===== src/rtl/am2951_bctl.sv =====
// am2951_bctl: synchronous B-port sequencer for an am2951 bidirectional mailbox.
//
// Turns level-held host read/write requests into am2951 B-side strobes.
// - Write: drive the bus, clock S with CES_/CPS, then wait for FS.
// - Read: enable the B outputs with OEB_, capture R, clear FR with CLRR, then
//   wait for FR to drop.
// FR/FS are synchronised, and data inversion through the port is undone.
//
// Ports
//   clk, rst_            system clock, asynchronous active-low reset
//   wr_req, wr_data      host write request (level) and data
//   wr_ack               one-cycle pulse: write done, FS seen set
//   rd_req               host read request (level)
//   rd_data, rd_valid    captured R contents and one-cycle "new data" pulse
//   err                  one-cycle pulse on a flag-response timeout
//   busy                 sequencer is not idle
//   fr, fs               am2951 R-full / S-full flags (asynchronous)
//   b_in, b_out, b_drive B bus sampled value, driven value, pad output enable
//   ces_, cps            S clock enable (active-low) and S clock
//   oeb_, clrr           B output enable (active-low) and FR clear
//
// All outputs are registered. They reflect the state held during the previous
// cycle, so each strobe appears one clock after the state that requests it.
module am2951_bctl #(
    parameter int unsigned WIDTH  = 8,
    parameter bit          INVERT = 1'b1,
    parameter int unsigned TMO    = 15
) (
    input  logic             clk,
    input  logic             rst_,
    input  logic             wr_req,
    input  logic [WIDTH-1:0] wr_data,
    output logic             wr_ack,
    input  logic             rd_req,
    output logic [WIDTH-1:0] rd_data,
    output logic             rd_valid,
    output logic             err,
    output logic             busy,
    input  logic             fr,
    input  logic             fs,
    input  logic [WIDTH-1:0] b_in,
    output logic [WIDTH-1:0] b_out,
    output logic             b_drive,
    output logic             ces_,
    output logic             cps,
    output logic             oeb_,
    output logic             clrr
);

    typedef enum logic [3:0] {
        StIdle,
        StWSetup,
        StWClk,
        StWHold,
        StWWait,
        StRSetup,
        StRCapt,
        StRAck,
        StRWait
    } state_e;

    // Timeout fires on the wait cycle in which the counter would reach TMO.
    localparam logic [7:0] TmoLast = 8'(TMO - 1);

    state_e     state_q, state_d;
    logic       last_q, last_d;    // 1: last transfer started was a read
    logic [7:0] cnt_q, cnt_d;

    logic fr_meta_q, fr_s_q;
    logic fs_meta_q, fs_s_q;

    logic             wr_elig, rd_elig, tmo_hit;

    logic             ces_d, cps_d, oeb_d, clrr_d, b_drive_d;
    logic [WIDTH-1:0] b_out_d, rd_data_d;
    logic             wr_ack_d, rd_valid_d, err_d, busy_d;

    logic             ces_q, cps_q, oeb_q, clrr_q, b_drive_q;
    logic [WIDTH-1:0] b_out_q, rd_data_q;
    logic             wr_ack_q, rd_valid_q, err_q, busy_q;

    // Flag synchronisers
    always_ff @(posedge clk or negedge rst_) begin
        if (!rst_) begin
            fr_meta_q <= 1'b0;
            fr_s_q    <= 1'b0;
            fs_meta_q <= 1'b0;
            fs_s_q    <= 1'b0;
        end else begin
            fr_meta_q <= fr;
            fr_s_q    <= fr_meta_q;
            fs_meta_q <= fs;
            fs_s_q    <= fs_meta_q;
        end
    end

    assign wr_elig = wr_req && !fs_s_q;
    assign rd_elig = rd_req && fr_s_q;
    assign tmo_hit = (cnt_q == TmoLast);

    // State register
    always_ff @(posedge clk or negedge rst_) begin
        if (!rst_) begin
            state_q <= StIdle;
            last_q  <= 1'b1;
            cnt_q   <= '0;
        end else begin
            state_q <= state_d;
            last_q  <= last_d;
            cnt_q   <= cnt_d;
        end
    end

    // Next-state logic
    always_comb begin
        state_d = state_q;
        last_d  = last_q;
        cnt_d   = cnt_q;
        unique case (state_q)
            StIdle: begin
                // Alternate when both are eligible: a write wins after a read.
                if (wr_elig && (!rd_elig || last_q)) begin
                    state_d = StWSetup;
                    last_d  = 1'b0;
                end else if (rd_elig) begin
                    state_d = StRSetup;
                    last_d  = 1'b1;
                end
            end
            StWSetup: state_d = StWClk;
            StWClk:   state_d = StWHold;
            StWHold: begin
                state_d = StWWait;
                cnt_d   = '0;
            end
            StWWait: begin
                if (fs_s_q || tmo_hit) begin
                    state_d = StIdle;
                end else begin
                    cnt_d = cnt_q + 8'd1;
                end
            end
            StRSetup: state_d = StRCapt;
            StRCapt:  state_d = StRAck;
            StRAck: begin
                state_d = StRWait;
                cnt_d   = '0;
            end
            StRWait: begin
                if (!fr_s_q || tmo_hit) begin
                    state_d = StIdle;
                end else begin
                    cnt_d = cnt_q + 8'd1;
                end
            end
            default: state_d = StIdle;
        endcase
    end

    // Output logic
    always_comb begin
        ces_d      = 1'b1;
        cps_d      = 1'b0;
        oeb_d      = 1'b1;
        clrr_d     = 1'b0;
        b_drive_d  = 1'b0;
        b_out_d    = b_out_q;
        rd_data_d  = rd_data_q;
        wr_ack_d   = 1'b0;
        rd_valid_d = 1'b0;
        err_d      = 1'b0;
        busy_d     = (state_q != StIdle);
        unique case (state_q)
            StWSetup: begin
                b_drive_d = 1'b1;
                b_out_d   = INVERT ? ~wr_data : wr_data;
                ces_d     = 1'b0;
            end
            StWClk: begin
                b_drive_d = 1'b1;
                ces_d     = 1'b0;
                cps_d     = 1'b1;
            end
            StWHold: begin
                b_drive_d = 1'b1;
                ces_d     = 1'b0;
            end
            StWWait: begin
                wr_ack_d = fs_s_q;
                err_d    = !fs_s_q && tmo_hit;
            end
            StRSetup: oeb_d = 1'b0;
            StRCapt: begin
                // oeb_ has been low for a full cycle by this edge.
                oeb_d     = 1'b0;
                rd_data_d = INVERT ? ~b_in : b_in;
            end
            StRAck: begin
                clrr_d     = 1'b1;
                rd_valid_d = 1'b1;
            end
            StRWait: err_d = fr_s_q && tmo_hit;
            default: ;
        endcase
    end

    // Output registers; async reset drops every strobe immediately.
    always_ff @(posedge clk or negedge rst_) begin
        if (!rst_) begin
            ces_q      <= 1'b1;
            cps_q      <= 1'b0;
            oeb_q      <= 1'b1;
            clrr_q     <= 1'b0;
            b_drive_q  <= 1'b0;
            b_out_q    <= '0;
            rd_data_q  <= '0;
            wr_ack_q   <= 1'b0;
            rd_valid_q <= 1'b0;
            err_q      <= 1'b0;
            busy_q     <= 1'b0;
        end else begin
            ces_q      <= ces_d;
            cps_q      <= cps_d;
            oeb_q      <= oeb_d;
            clrr_q     <= clrr_d;
            b_drive_q  <= b_drive_d;
            b_out_q    <= b_out_d;
            rd_data_q  <= rd_data_d;
            wr_ack_q   <= wr_ack_d;
            rd_valid_q <= rd_valid_d;
            err_q      <= err_d;
            busy_q     <= busy_d;
        end
    end

    assign ces_     = ces_q;
    assign cps      = cps_q;
    assign oeb_     = oeb_q;
    assign clrr     = clrr_q;
    assign b_drive  = b_drive_q;
    assign b_out    = b_out_q;
    assign rd_data  = rd_data_q;
    assign wr_ack   = wr_ack_q;
    assign rd_valid = rd_valid_q;
    assign err      = err_q;
    assign busy     = busy_q;

endmodule


===== config.mk =====
export PLATFORM = sky130hd
export DESIGN_NAME = am2951_bctl
export DESIGN_NICKNAME = d
export VERILOG_FILES = /design/src/rtl/am2951_bctl.sv
export SDC_FILE = /design/constraint.sdc
export NUM_CORES = 1
export LEC_CHECK = 0
export ABC_CLOCK_PERIOD_IN_PS = 2800
export CORE_MARGIN = 2
export CORE_UTILIZATION = 35
export DETAILED_ROUTE_END_ITERATION = 16
export GPL_TIMING_DRIVEN = 0
export PLACE_DENSITY = 0.68
export SLEW_MARGIN = 0
export SYNTH_ARGS = -nofsm -noshare
export SYNTH_HDL_FRONTEND = slang
export SYNTH_SLANG_ARGS = --single-unit

===== constraint.sdc =====
create_clock -name clk -period 2.8 [get_ports clk]
set_input_delay 0.42 -clock clk [delete_from_list [all_inputs] [get_ports clk]]
set_output_delay 0.42 -clock clk [all_outputs]
set_load 0.01 [all_outputs]

---- Yosys cells after proc, flatten, opt, wreduce, memory -nomap -nowiden ----
Index checks and enable logic that the tools add are counted.
storage, ports and cells
  bits in registers ....................... 41
  input port bits ......................... 22
cells by class
  bitwise operators ....................... 2
  equality and inequality tests ........... 14
  reduce and logical (&&, ||, !) cells .... 21
  $add $sub $neg .......................... 1
  mux-type cells .......................... 17
operators with widths
  kind                                                  number
  one-hot mux 4 bit (9 select lines)                    1
  one-hot mux 8 bit (3 select lines)                    1
  equality test 4 x 3 -> 1 bit (second input constant)  4
  2-to-1 mux 4 bit                                      4
  2-to-1 mux 8 bit                                      2
  inverter 8 bit                                        2
  adder 8 x 1 -> 8 bit (second input constant)          1
  equality test 4 x 2 -> 1 bit (second input constant)  2
  equality test 8 x 4 -> 1 bit (second input constant)  1
  2-to-1 mux 1 bit                                      8
  != test 2 bit (second input constant)                 4
  AND reduction 3 bit                                   2
  logical AND 1 bit                                     5
  equality test 4 x 1 -> 1 bit (second input constant)  1
  equality test 4 bit (second input constant)           1
  zero test 4 bit                                       1
  nonzero test 4 bit                                    1
  OR reduction 2 bit                                    2
  zero test 1 bit                                       3
  logical OR 1 bit                                      3
  != test 3 bit (second input constant)                 1
  nonzero test 3 bit                                    1
  OR reduction 3 bit                                    1
  one-hot mux 1 bit (2 select lines)                    1
  other kinds (2)                                       2

---- Depth between registers and ports, before layout ----
Gate-level depths: netlist (run 1).
  word-level depth ........................ 6
  gate-level depth with buffers ........... 6
  depth with buffers taken out ............ 6

---- Least setup slack after synthesis (run 1) ----
Ideal clock, no wire load.
  path kind ............................... register -> register
  start ................................... register cnt_q[0]
  end ..................................... register state_q[2]
  library setup time ...................... 126 ps
  path slack .............................. 1,171 ps
  stages on the path, launching flop included .. 7
  data required time ...................... 2,674 ps
  data arrival time ....................... 1,503 ps
  cell sequence ........................... dfrtp_1 > inv_1 > ha_1 > nand4b_1 > o41ai_4 > nor2_1 > a221o_1
on the way
  longest elaborated chain between the ends .. 4
  elaborated cells between the ends (all ways) .. 6
  classes of those cells .................. eq/ne: 3; reduce/logical: 3
RTL lines
  element                              line      text
  start: declaration                   67        logic [7:0] cnt_q, cnt_d;
  start signal: assignment             110       cnt_q <= cnt_d;
  equality test 8 x 4 -> 1 bit (*)     99        assign tmo_hit = (cnt_q == TmoLast);
  logical OR 1 bit (on tied branches)  150, 137
  != test 2 bit (no line)              -
  AND reduction 3 bit (no line) (*)    -
  end signal: assignment               104       state_q <= StIdle;
  end signal: assignment               108       state_q <= state_d;
  end: declaration                     65        state_e state_q, state_d;
Mark *: on every way between the ends. The rest lies on a longest branch, timed or not.
A chain may end at the register's enable or synchronous reset.

---- Worst setup path in the final report (run 1) ----
Ends and elaborated chain as after synthesis.

==> out/results.tsv, run 1 <==
metric	value	unit
R2R Setup Slk	1.01	ns
Ys Warns	0	
Horiz. Die Dim	74.0	µm
Starting Density	0.363	
Tightest Pin Transition	0.913	ns
GRT Overall Usage	0.131	
CTS tree	built	
clock sink total	41	
Post-Syn Area per Cell	11.5	µm²
static leakage	0.000978	µW
core area	4720	µm²
Synth area leaders	dfrtp_1, nand2_1, o21ai_0, dfstp_2, mux2i_1	
Num CTS Buffers	5	
max-slew violation count	0	
Post-CTS Setup Bufs	0	
port bufs	46	
via/cell ratio	4.66	
Top FF cell, synth	dfrtp_1	
Die ar.	5480	µm²
Maximum Capacitance Violations	0	
distinct cell type count after synthesis	44	
Area Growth Syn to Fin	36.5	%
WS Path Type	flip-flop to flip-flop	
Syn Nets	173	
Fmax	0.558	GHz
Critical Path AT	1.96	ns
R2R Path Start	cnt_q[0]	
Final period util	0.640	
setup_tns	0	ns
RSZ-0062 raised after global routing	false	
num rows	25	
crit path buf inv count	1	
FF+latch count, synth	41	
Layout Nets	226	
register area share after synthesis	0.600	
top-area cell type share of the netlist area	0.554	
Crit-path slowest cell	dfrtp_1	
# setup viols final	0	
1st-iter DRT viols	76	
Synth Cell Area	1720	µm²
hold_buf cts	0	
top-level I/O count	47	
post-DP HPWL	2270	µm
Pre-antenna DRT Iters	4	
drt total wl	3220	µm
Crit. Startpoint	cnt_q[0]	
Fin. Hold Viols	0	
critical path endpoint category	flip-flop	
Worst-Skew Late Latency	0.29	ns
Final ANT Viol Nets	0	
Max clock buf depth	2	
mean routed wirelength per cell	12.0	µm
layout cells sized above 1	0.109	
peak supply drop	479	µV
Crit Path Max Fanout	6	
delay-heaviest family, CP	compound AO/OA/AOI/OAI gates	
Post-synth EDFFs	0	
die span in y	74.0	µm
status	finished, final reports clean	
first-pass GRT wire length	5350	µm
Fillers	443	
cts repair resizes	0	
clk slew on worst S/H paths	0.07	ns
share of flip-flops with an asynchronous set or reset	1.00	
post-route setup slack	1.01	ns
largest area contributor in the netlist	dfrtp_1	
via count	1253	
Hold Path Class	primary input to async pin	
Synth Instances	149	
Clock Skew	0.00432	ns
clock root buffer	clkbuf_8	
Congestion Overflow GR	0	
min Tclk post-route	1.79	ns
vias in the first global route	1178	
drc violations	0	
antenna violations before repair	0	
PD cells	969	nW/µm²
diode count	0	
Slew HR	0.391	
pre-CTS setup slack	1.00	ns
CTS H-tree depth	2	
largest net degree at the start of global routing	42	
WP data required	2.97	ns
crit path cell chain	inv_1, ha_1, nand4b_1, o41ai_4, nor2_1, a221o_1	
crit path launch type	flip-flop	
Placer Congestion	0.790	
worst stage delay on the critical path	0.43	ns
## synthesized netlist by cell type, types with 2 or more instances
library cell,instances
dfrtp_1,38
nand2_1,23
o21ai_0,17
nor2_1,8
clkbuf_1,4
a21oi_1,3
dfstp_2,3
mux2i_1,3
nand3b_1,3
nor3_1,3
or4_1,3
xor2_1,3
buf_2,2
ha_1,2
inv_1,2
nand3_1,2
o2111ai_1,2
xnor2_1,2
## power breakdown
group	internal, µW	switching, µW	total (µW)
Clock	195	184	379
Sequential	809	104	913
Combinational	501	475	976
## metrics by stage
| step | cell area, µm² | power [µW] | hold WS, ns | util | std cells |
|---|---|---|---|---|---|
| floorplan | 1720 | 1450 | 0.124 | - | 149 |
| global placement | 2260 | 1900 | 0.332 | 0.478 | 262 |
| detailed placement | 2250 | 1910 | 0.335 | 0.477 | 262 |
| CTS | 2340 | 2300 | 0.289 | 0.496 | 269 |
| global route | 2340 | 2460 | 0.326 | 0.496 | 269 |
| finish | 2340 | 2270 | 0.263 | 0.496 | 269 |
## path summary, 6_finish.rpt
kind | end | depth (start not counted)
setup / recovery | state_q[2] | 6
hold / removal | cnt_q[2] | 1
setup reg to reg | state_q[2] | 6
hold reg to reg | fs_s_q | 0
max in group asynchronous | wr_ack | 1
min in group clk | fs_s_q | 0
## routing by layer
metal,vias up,track usage,routed length [µm]
met5,-,0,0
li1,629,-,-
met2,42,0.197,1440
met1,576,0.170,1540
met4,0,0.0545,57
met3,6,0.0515,179
## logic make-up after synthesis
group / count (synthesis) / synth area share
AO/OA/AOI/OAI: 29 / 0.114
XOR/XNOR: 5 / 0.0255
adder cells (fa/ha/maj): 2 / 0.0146
buffers and inverters: 11 / 0.0321
flip-flops: 41 / 0.600
multiplexers: 3 / 0.0175
AND/OR/NAND/NOR: 58 / 0.196
## layout by cell type (no fill, tap or decap), types with 2 or more instances in the layout
cell             synthesis  final
clkdlybuf4s50_1          0     45
dfrtp_1                 38     38
nand2_1                 23     23
o21ai_0                 17     17
nor2_1                   8      8
clkbuf_8                 0      6
clkbuf_1                 4      5
buf_2                    2      3
nor3_1                   3      3
or4_1                    3      3
nand3b_1                 3      3
mux2i_1                  3      3
a21oi_1                  3      3
xor2_1                   3      3
dfstp_2                  3      3
xnor2_1                  2      2
inv_1                    2      2
nand3_1                  2      2
o2111ai_1                2      2
ha_1                     2      2
## registers in the layout, summed over array words and instances, names as in the netlist, 4 cells and up
name and count:
state_q 4, b_out 8, cnt_q 8, rd_data 8
## layout make-up
cell class	count	area [µm²]	share of cell area
multi-input combinational	97	631	0.269
tap	67	83.8	0.0358
buffer	9	47.5	0.0203
sequential	41	1030	0.440
inverter	2	7.51	0.00321
timing repair buffer	46	455	0.195
clock buffer	7	86.3	0.0369
(Power assumes the default switching activity.)
==> run 2, diff against run 1 <==
- ABC_CLOCK_PERIOD_IN_PS: 2800 -> 1800
- clock period: 2.8 -> 1.8 ns (I/O delays scaled with it)
==> out/results.tsv, run 2 (synthesized netlist as in run 1, its figures left out) <==
metric	value	unit	change
post-route setup slack	0.0918	ns	-0.916 ns
Switching Fraction	0.333		-0.00343
Critical Path AT	1.92	ns	-0.04 ns
R2R Setup Slk	0.09	ns	-0.92 ns
via count	1258		+0.40%
peak supply drop	773	µV	+61%
drc violations	0		unchanged
R2R Path Start	cnt_q[1]		
via/cell ratio	4.59		-1.4%
Fillers	438		-1.1%
internal power	2410	µW	+60%
port bufs	46		unchanged
Num CTS Buffers	5		unchanged
Slew HR	0.400		+0.00881
Maximum Capacitance Violations	0		unchanged
Comb pwr share	0.446		+0.016
Horiz. Die Dim	74.0	µm	unchanged
Final period util	0.949		+0.309
PD cells	1520	nW/µm²	+57%
die span in y	74.0	µm	unchanged
reg2reg end	cnt_q[4]		
crit path launch type	flip-flop		
RSZ-0062 raised after global routing	false		
drt total wl	3270	µm	+1.6%
Starting Density	0.363		unchanged
num rows	25		unchanged
Clock Skew	0.00348	ns	-0.000839 ns
largest net degree at the start of global routing	42		unchanged
max-slew violation count	0		unchanged
antenna violations before repair	0		unchanged
core area	4720	µm²	unchanged
Fmax	0.585	GHz	+4.9%
first-pass GRT wire length	5400	µm	+0.90%
layout cells sized above 1	0.140		+0.0312
clock root buffer	clkbuf_8		
hold_buf cts	0		unchanged
Crit Path Max Fanout	5		-1
post-DP HPWL	2270	µm	unchanged
1st-iter DRT viols	76		unchanged
Congestion Overflow GR	0		unchanged
Layout Nets	231		+2.2%
commonest non-fill, non-tap cell in the layout	clkdlybuf4s50_1		
Final ANT Viol Nets	0		unchanged
critical path endpoint category	flip-flop		
clock sink total	41		unchanged
switching power	1200	µW	+58%
Hold Path Class	primary input to async pin		
Final Power	3610	µW	+59%
Tightest Pin Transition	0.900	ns	-0.0132 ns
Placer Congestion	0.790		unchanged
mean routed wirelength per cell	11.9	µm	-0.21%
Fin. Hold Viols	0		unchanged
WS Path Type	flip-flop to flip-flop		
Area Growth Syn to Fin	38.8	%	
CTS tree	built		
top-level I/O count	47		unchanged
Die ar.	5480	µm²	unchanged
Sequential Power Share	0.391		-0.012
CTS H-tree depth	2		unchanged
min Tclk post-route	1.71	ns	-0.0836 ns
Pre-antenna DRT Iters	4		unchanged
Max clock buf depth	2		unchanged
Worst-Skew Late Latency	0.29	ns	about the same
vias in the first global route	1183		+0.42%
GRT Overall Usage	0.132		+0.000859
commonest cells after routing, fill and taps aside	clkdlybuf4s50_1, dfrtp_1, nand2_1		
clk slew on worst S/H paths	0.07	ns	about the same
static leakage	0.00100	µW	+2.6%
Clock power frac	0.163		-0.004
pre-CTS setup slack	0.00304	ns	-1.00 ns
status	finished, final reports clean		
Reg2Reg Depth	6		unchanged
WP data required	2.01	ns	-0.96 ns
# setup viols final	0		unchanged
diode count	0		unchanged
final hold slack	0.106	ns	-0.157 ns
-- run 2: per-stage QoR --
stage | setup TNS, ns | area [µm²] | instances | util
final | 0 | 2380 | 274 | 0.504
after global routing | 0 | 2380 | 274 | 0.504
after CTS | 0 | 2350 | 270 | 0.497
after detailed placement | 0 | 2250 | 262 | 0.477
after global placement | -21.13 | 2260 | 262 | 0.478
after floorplan | 0 | 1720 | 149 | -
-- run 2: final cells by class --
class / count / area (µm²) / area share
Buffer: 9 / 48.8 / 0.0205
Clock buffer: 7 / 86.3 / 0.0363
Inverter: 2 / 7.51 / 0.00315
Multi-Input combinational cell: 97 / 631 / 0.265
Tap cell: 67 / 83.8 / 0.0352
Timing Repair Buffer: 51 / 493 / 0.207
Sequential cell: 41 / 1030 / 0.433
-- run 2: worst max-delay path by stage --
stage | depth (start not counted) | from | endpoint
2_1_floorplan | 6 | cnt_q[0] | state_q[2]
3_3_place_gp | 1 | rst_ | rd_data[2]
3_5_place_dp | 6 | cnt_q[0] | state_q[2]
4_1_cts | 7 | cnt_q[0] | cnt_q[4]
5_1_grt | 6 | cnt_q[1] | cnt_q[4]
6_report | 6 | cnt_q[1] | cnt_q[4]
-- run 2: timing repair --
item	in CTS	in global routing
endpoints found under the hold margin	0	0
pin swaps	1	1
endpoints found under the setup margin	1	10
resized for setup	0	3
buffers inserted	1	4
-- run 2: critical path, stage by stage, from the launching register on --
cell and delay [ns]:
dfrtp_1 0.43, ha_1 0.20, nand4b_1 0.14, o41ai_4 0.10, buf_4 0.16, or4_1 0.46
a21oi_1 0.15
-- run 2: per-layer routing --
layer | track usage | wire length (µm) | vias to the layer above | part of all wire
li1 | - | - | 636 | -
met1 | 0.171 | 1580 | 580 | 0.48
met2 | 0.198 | 1460 | 36 | 0.45
met3 | 0.0515 | 172 | 6 | 0.053
met4 | 0.0545 | 60 | 0 | 0.018
met5 | 0 | 0 | - | 0
-- run 2: power groups by stage --
stage	logic, µW	registers, µW	clock network [µW]
2_1_floorplan	722	1540	0
3_3_place_gp	1520	1430	0
3_5_place_dp	1540	1440	0
4_1_cts	1560	1420	617
5_1_grt	1820	1450	654
6_report	1610	1410	589
